===== src/rtl/wb_pkg.sv =====
// Shared Wishbone B3 encodings and the two-master arbiter state type.
package wb_pkg;

    localparam logic [2:0] CLASSIC = 3'b000;
    localparam logic [2:0] CONST   = 3'b001;
    localparam logic [2:0] INCR    = 3'b010;
    localparam logic [2:0] EOB     = 3'b111;

    localparam logic [1:0] LINEAR  = 2'b00;
    localparam logic [1:0] WRAP4   = 2'b01;
    localparam logic [1:0] WRAP8   = 2'b10;
    localparam logic [1:0] WRAP16  = 2'b11;

    typedef enum logic [1:0] {
        IDLE  = 2'd0,
        OWN0  = 2'd1,
        OWN1  = 2'd2,
        ABORT = 2'd3
    } arb_state_t;

endpackage


===== src/rtl/wb_arb_watchdog.sv =====
// Counts consecutive strobe cycles without a slave response and flags expiry
// combinationally on the cycle the count reaches timeout_cycles.
module wb_arb_watchdog
    import wb_pkg::*;
#(
    parameter int unsigned timeout_cycles = 255,
    parameter int unsigned tmo_w          = 8
) (
    input  logic wb_clk_i,
    input  logic wb_rst_i,
    input  logic en,
    input  logic clr,
    output logic expire
);

    localparam logic [tmo_w-1:0] SAT  = tmo_w'(timeout_cycles);
    localparam logic [tmo_w-1:0] LAST = tmo_w'((timeout_cycles == 0) ? 0 : timeout_cycles - 1);

    logic [tmo_w-1:0] cnt;
    logic             waiting;

    assign waiting = en && !clr;

    always_ff @(posedge wb_clk_i or posedge wb_rst_i) begin
        if (wb_rst_i) begin
            cnt <= '0;
        end else if (!waiting) begin
            cnt <= '0;
        end else if (cnt != SAT) begin
            cnt <= cnt + 1'b1;
        end
    end

    // cnt holds the number of already-elapsed waiting cycles, so the current
    // cycle is number cnt+1; a response arriving now suppresses expiry.
    assign expire = (timeout_cycles != 0) && waiting && (cnt == LAST);

endmodule


===== src/rtl/wb_ram_arb2.sv =====
// Two-master Wishbone B3 arbiter in front of one RAM slave: whole-cycle
// grants, round-robin on ties, per-grant watchdog that aborts hung cycles.
module wb_ram_arb2
    import wb_pkg::*;
#(
    parameter int unsigned dw             = 32,
    parameter int unsigned aw             = 32,
    parameter int unsigned timeout_cycles = 255,
    parameter int unsigned tmo_w          = 8
) (
    input  logic          wb_clk_i,
    input  logic          wb_rst_i,
    input  logic [aw-1:0] m0_adr_i,
    input  logic [dw-1:0] m0_dat_i,
    input  logic [3:0]    m0_sel_i,
    input  logic          m0_we_i,
    input  logic          m0_cyc_i,
    input  logic          m0_stb_i,
    input  logic [2:0]    m0_cti_i,
    input  logic [1:0]    m0_bte_i,
    output logic [dw-1:0] m0_dat_o,
    output logic          m0_ack_o,
    output logic          m0_err_o,
    output logic          m0_rty_o,
    input  logic [aw-1:0] m1_adr_i,
    input  logic [dw-1:0] m1_dat_i,
    input  logic [3:0]    m1_sel_i,
    input  logic          m1_we_i,
    input  logic          m1_cyc_i,
    input  logic          m1_stb_i,
    input  logic [2:0]    m1_cti_i,
    input  logic [1:0]    m1_bte_i,
    output logic [dw-1:0] m1_dat_o,
    output logic          m1_ack_o,
    output logic          m1_err_o,
    output logic          m1_rty_o,
    output logic [aw-1:0] s_adr_o,
    output logic [dw-1:0] s_dat_o,
    output logic [3:0]    s_sel_o,
    output logic          s_we_o,
    output logic          s_cyc_o,
    output logic          s_stb_o,
    output logic [2:0]    s_cti_o,
    output logic [1:0]    s_bte_o,
    input  logic [dw-1:0] s_dat_i,
    input  logic          s_ack_i,
    input  logic          s_err_i,
    input  logic          s_rty_i,
    output logic [1:0]    grant_o,
    output logic          tmo_o
);

    arb_state_t state_q, state_d;
    logic       last_q, last_d;
    logic       cur_q, cur_d;
    logic       wd_en, expire;
    logic       unused_rty;

    // Retry is never forwarded; the RAM slave does not issue it.
    assign unused_rty = s_rty_i;
    assign m0_rty_o   = 1'b0;
    assign m1_rty_o   = 1'b0;
    assign m0_dat_o   = s_dat_i;
    assign m1_dat_o   = s_dat_i;

    // Derived from state and master inputs rather than s_stb_o to keep the
    // watchdog out of the output mux's combinational path.
    assign wd_en = ((state_q == OWN0) && m0_stb_i) || ((state_q == OWN1) && m1_stb_i);

    wb_arb_watchdog #(
        .timeout_cycles(timeout_cycles),
        .tmo_w         (tmo_w)
    ) u_watchdog (
        .wb_clk_i(wb_clk_i),
        .wb_rst_i(wb_rst_i),
        .en      (wd_en),
        .clr     (s_ack_i || s_err_i),
        .expire  (expire)
    );

    always_ff @(posedge wb_clk_i or posedge wb_rst_i) begin
        if (wb_rst_i) begin
            state_q <= IDLE;
            last_q  <= 1'b1;
            cur_q   <= 1'b0;
        end else begin
            state_q <= state_d;
            last_q  <= last_d;
            cur_q   <= cur_d;
        end
    end

    always_comb begin
        state_d = state_q;
        last_d  = last_q;
        cur_d   = cur_q;
        case (state_q)
            IDLE: begin
                if ((m0_cyc_i && m1_cyc_i && last_q) || (m0_cyc_i && !m1_cyc_i)) begin
                    state_d = OWN0;
                    cur_d   = 1'b0;
                end else if (m1_cyc_i) begin
                    state_d = OWN1;
                    cur_d   = 1'b1;
                end
            end
            OWN0: begin
                if (!m0_cyc_i) begin
                    state_d = IDLE;
                    last_d  = 1'b0;
                end else if (expire) begin
                    state_d = ABORT;
                end
            end
            OWN1: begin
                if (!m1_cyc_i) begin
                    state_d = IDLE;
                    last_d  = 1'b1;
                end else if (expire) begin
                    state_d = ABORT;
                end
            end
            ABORT: begin
                if (!(cur_q ? m1_cyc_i : m0_cyc_i)) begin
                    state_d = IDLE;
                    last_d  = cur_q;
                end
            end
            default: state_d = IDLE;
        endcase
    end

    always_comb begin
        s_adr_o  = '0;
        s_dat_o  = '0;
        s_sel_o  = '0;
        s_we_o   = 1'b0;
        s_cyc_o  = 1'b0;
        s_stb_o  = 1'b0;
        s_cti_o  = CLASSIC;
        s_bte_o  = LINEAR;
        m0_ack_o = 1'b0;
        m0_err_o = 1'b0;
        m1_ack_o = 1'b0;
        m1_err_o = 1'b0;
        grant_o  = 2'b00;
        tmo_o    = 1'b0;
        case (state_q)
            OWN0: begin
                s_adr_o  = m0_adr_i;
                s_dat_o  = m0_dat_i;
                s_sel_o  = m0_sel_i;
                s_we_o   = m0_we_i;
                s_cyc_o  = m0_cyc_i;
                s_stb_o  = m0_stb_i;
                s_cti_o  = m0_cti_i;
                s_bte_o  = m0_bte_i;
                m0_ack_o = s_ack_i;
                m0_err_o = s_err_i || expire;
                grant_o  = 2'b01;
                tmo_o    = expire;
            end
            OWN1: begin
                s_adr_o  = m1_adr_i;
                s_dat_o  = m1_dat_i;
                s_sel_o  = m1_sel_i;
                s_we_o   = m1_we_i;
                s_cyc_o  = m1_cyc_i;
                s_stb_o  = m1_stb_i;
                s_cti_o  = m1_cti_i;
                s_bte_o  = m1_bte_i;
                m1_ack_o = s_ack_i;
                m1_err_o = s_err_i || expire;
                grant_o  = 2'b10;
                tmo_o    = expire;
            end
            ABORT:   grant_o = cur_q ? 2'b10 : 2'b01;
            default: ;
        endcase
    end

endmodule


===== config.mk =====
export PLATFORM = sky130hd
export DESIGN_NAME = wb_ram_arb2
export DESIGN_NICKNAME = d
export VERILOG_FILES = /design/src/rtl/wb_pkg.sv /design/src/rtl/wb_arb_watchdog.sv /design/src/rtl/wb_ram_arb2.sv
export SDC_FILE = /design/constraint.sdc
export NUM_CORES = 1
export LEC_CHECK = 0
export ABC_AREA = 1
export CORE_AREA = 4 4 131 133
export DETAILED_ROUTE_END_ITERATION = 16
export DIE_AREA = 0 0 135 137
export MAX_ROUTING_LAYER = met4
export SETUP_SLACK_MARGIN = 0.5
export SKIP_CTS_REPAIR_TIMING = 1
export SLEW_MARGIN = 20
export SYNTH_ARGS = -nofsm -noshare
export SYNTH_HDL_FRONTEND = slang
export SYNTH_SLANG_ARGS = --single-unit

===== constraint.sdc =====
create_clock -name wb_clk_i -period 3.4 [get_ports wb_clk_i]
set_input_delay 0.85 -clock wb_clk_i [delete_from_list [all_inputs] [get_ports wb_clk_i]]
set_output_delay 0.85 -clock wb_clk_i [all_outputs]
set_load 0.01 [all_outputs]

==> impl_metrics.py <==
metrics = {
    "setup_path": {
        "crit_path_end": "s_adr_o[1]",
        "crit_type": "primary input to primary output",
        "crit_arrival_ps": 2080,
        "end_kind": "primary output",
        "slowest_stage": "clkdlybuf4s50_1",
        "path_common_cell": "clkdlybuf4s50_1",
        "crit_family": "buffers and inverters",
        "crit_required_ps": 2550,
        "worst-path-stages": 4,
        "startpoint": "m1_adr_i[1]",
        "crit_path_max_incr_delay_ps": 550,
        "r2r_setup_slack_ps": 1770,
        "reg2regPathDepth": 9,
        "reg2reg_from": "state_q[1]",
        "path_buf_inv": 2,
        "cp-start-kind": "primary input",
        "rr_endpoint": "state_q[0]",
        "crit_path_max_fanout": 1,
        "worstPathCellList": "clkdlybuf4s50_1 > nand2_1 > a21oi_1 > clkdlybuf4s50_1",
    },
    "cells_and_area": {
        "layout.nets": 800,
        "final_cells": 819,
        "syn_to_final_growth_pct": 102,
        "n_antenna_cell": 0,
        "multi_input_area_um2": 1500,
        "final_core_util": 0.317,
        "mostFrequentLayoutCells": "167 x nand2_1, 166 x clkdlybuf4s50_1, 81 x a21oi_1",
        "final_common_cell": "nand2_1",
        "fill_cells": 1714,
        "drive_gt1_frac": 0.0829,
        "regArea_um2": 304,
    },
    "route": {
        "vias": 3283,
        "wl_um": 13300,
        "drt_iter0_drc": 117,
        "drc": 0,
        "wl_per_cell_um": 16.3,
        "postRouteAntennaNets": 0,
        "drt_first_pass_iters": 4,
        "vias_per_cell": 4.01,
    },
    "placed_design": {
        "dp.cells": 807,
        "hpwl_um": 10200,
        "gp_congestion": 0.831,
        "numPortBuffers": 238,
    },
    "global_route": {
        "grt_start_max_net_pins": 49,
        "grt_pass1_vias": 3146,
        "grt_overflow": 0,
        "grt_antenna_before_repair": 0,
        "grt_pass1_wl_um": 17500,
        "grt.total_usage": 0.123,
    },
    "yosys": {
        "ys_warn_count": 0,
        "syn-cell-area_um2": 2480,
        "synth_seq_area_share": 0.122,
        "synth_cells": 436,
        "ys_seq_elements": 12,
        "syn_area_per_cell_um2": 5.69,
        "synth_cell_type_count": 32,
    },
    "cts": {
        "clk_latency_ps": 240,
        "clk_path_buf_depth": 2,
        "tritoncts": "built",
        "h-tree-depth": 1,
        "cts_root_buffer": "clkbuf_16",
        "cts.clk_slew.worst_paths_ps": 40,
        "clock-sinks": 12,
        "numCtsBuffers": 3,
    },
    "timing": {
        "clock_skew_ps": 3.91,
        "finalMaxSlewViolations": 0,
        "setup_tns_ps": 0,
        "period_share": 0.863,
        "rsz0062_at_grt": "yes",
        "fmax_ghz": 0.341,
        "fin_crit_ps": 2930,
        "hold_violations": 0,
        "setup_viol": 0,
    },
    "floorplan": {
        "core-area_um2": 15800,
        "die_w_um": 135,
        "die_area_um2": 18500,
        "pin_count": 338,
        "start_util": 0.157,
        "die_y_um": 137,
        "num_rows": 46,
    },
    "worst_hold_path": {
        "hp-class": "flip-flop to flip-flop",
    },
    "pwr": {
        "leakage_nw": 3.02,
        "p_per_area_nw_per_um2": 598,
        "ir_worst_vdd_mv": 0.356,
    },
    "run_status": {
        "status": "complete, no violations",
    },
    "job": {
        "cap_violations": 0,
    },
}
## Yosys cell counts
cell      count  share of area
nor3b_2       1         0.0050
ha_1          7          0.035
dfstp_2       1          0.011
nand4_1       2         0.0050
nor3_2        1         0.0040
a211oi_1      2         0.0061
a31o_2        1         0.0035
o21bai_2      2         0.0091
nor2_1       14          0.021
nor2_8        1         0.0081
o21ai_2       1         0.0035
nand2_1     168           0.25
nor2_2        2         0.0050
inv_2         3         0.0045
inv_1        21          0.032
nand2_2       1         0.0025
buf_4        72           0.22
xnor2_1       1         0.0035
o21a_1        1         0.0030
conb_1        1         0.0015
clkbuf_1     11          0.017
a21oi_1      82           0.17
a31oi_1       2         0.0050
o21ai_1       1         0.0020
dfrtp_1      11           0.11
nand3_1       6          0.012
buf_2         9          0.018
nor3_1        2         0.0040
o211ai_1      1         0.0030
nand2_4       3          0.014
a21oi_2       2         0.0071
o21ai_0       3         0.0061
## report_power, final
group	switching (mW)	internal (mW)	leakage, nW
clock	0.0615	0.158	0.0382
combinational	1.37	1.21	2.82
sequential	0.0242	0.175	0.155
total	1.46	1.54	3.02
## final cells by class
cell class              instances  area share
repair buffers                254       0.553
multi-input cells             309       0.299
flip-flops and latches         12      0.0606
well taps                     216      0.0538
inverters                      24      0.0179
clock buffers                   4      0.0157
## worst reg2reg max path: stages (launching register included)
cell      delay [ps]
dfrtp_2          430
inv_2            120
ha_4             230
nand2_1          100
nand2_2          120
nand2_4           60
buf_4            170
o21bai_2         130
nand2_1           80
a21oi_2          120
## layer usage
metal | vias up | track usage | part of all wire | routed length (um)
met5 | - | - | 0 | 0
met2 | 201 | 0.207 | 0.48 | 6460
met3 | 8 | 0.0529 | 0.13 | 1770
met4 | 0 | 0.0196 | 0.0077 | 103
li1 | 1649 | - | - | -
met1 | 1425 | 0.140 | 0.37 | 4980
## per-stage QoR
step	hold WS (ps)	total power [mW]	instance area [um2]	worst slack, ps
floorplan	482	1.47	2480	1080
global placement	504	2.72	4640	145
detailed placement	525	2.71	4640	154
CTS	534	2.95	4720	145
global route	559	3.26	5020	401
finish	522	3.00	5020	465
## sequential cells by signal, indices dropped and copies added, names as in the netlist
register        flops
state_q             2
u_watchdog.cnt      8
cur_q               1
last_q              1
## kinds of logic after synthesis
group	after synthesis	synth area share
simple gates	201	0.335
buf+inv	116	0.289
compound gates	98	0.214
flops	12	0.122
fa+ha+maj	7	0.0353
xor+xnor	1	0.00353
other cells	1	0.00151
## worst min-delay path by stage
stage	from	to	slack (ps)	depth (start not counted)
2_1_floorplan	u_watchdog.cnt[6]	u_watchdog.cnt[6]	480	2
3_5_place_dp	u_watchdog.cnt[6]	u_watchdog.cnt[6]	530	2
6_report	u_watchdog.cnt[6]	u_watchdog.cnt[6]	520	2
3_3_place_gp	u_watchdog.cnt[6]	u_watchdog.cnt[6]	500	2
5_1_grt	last_q	last_q	560	1
4_1_cts	u_watchdog.cnt[6]	u_watchdog.cnt[6]	530	2
No activity file was read; power rests on OpenSTA's default activity.
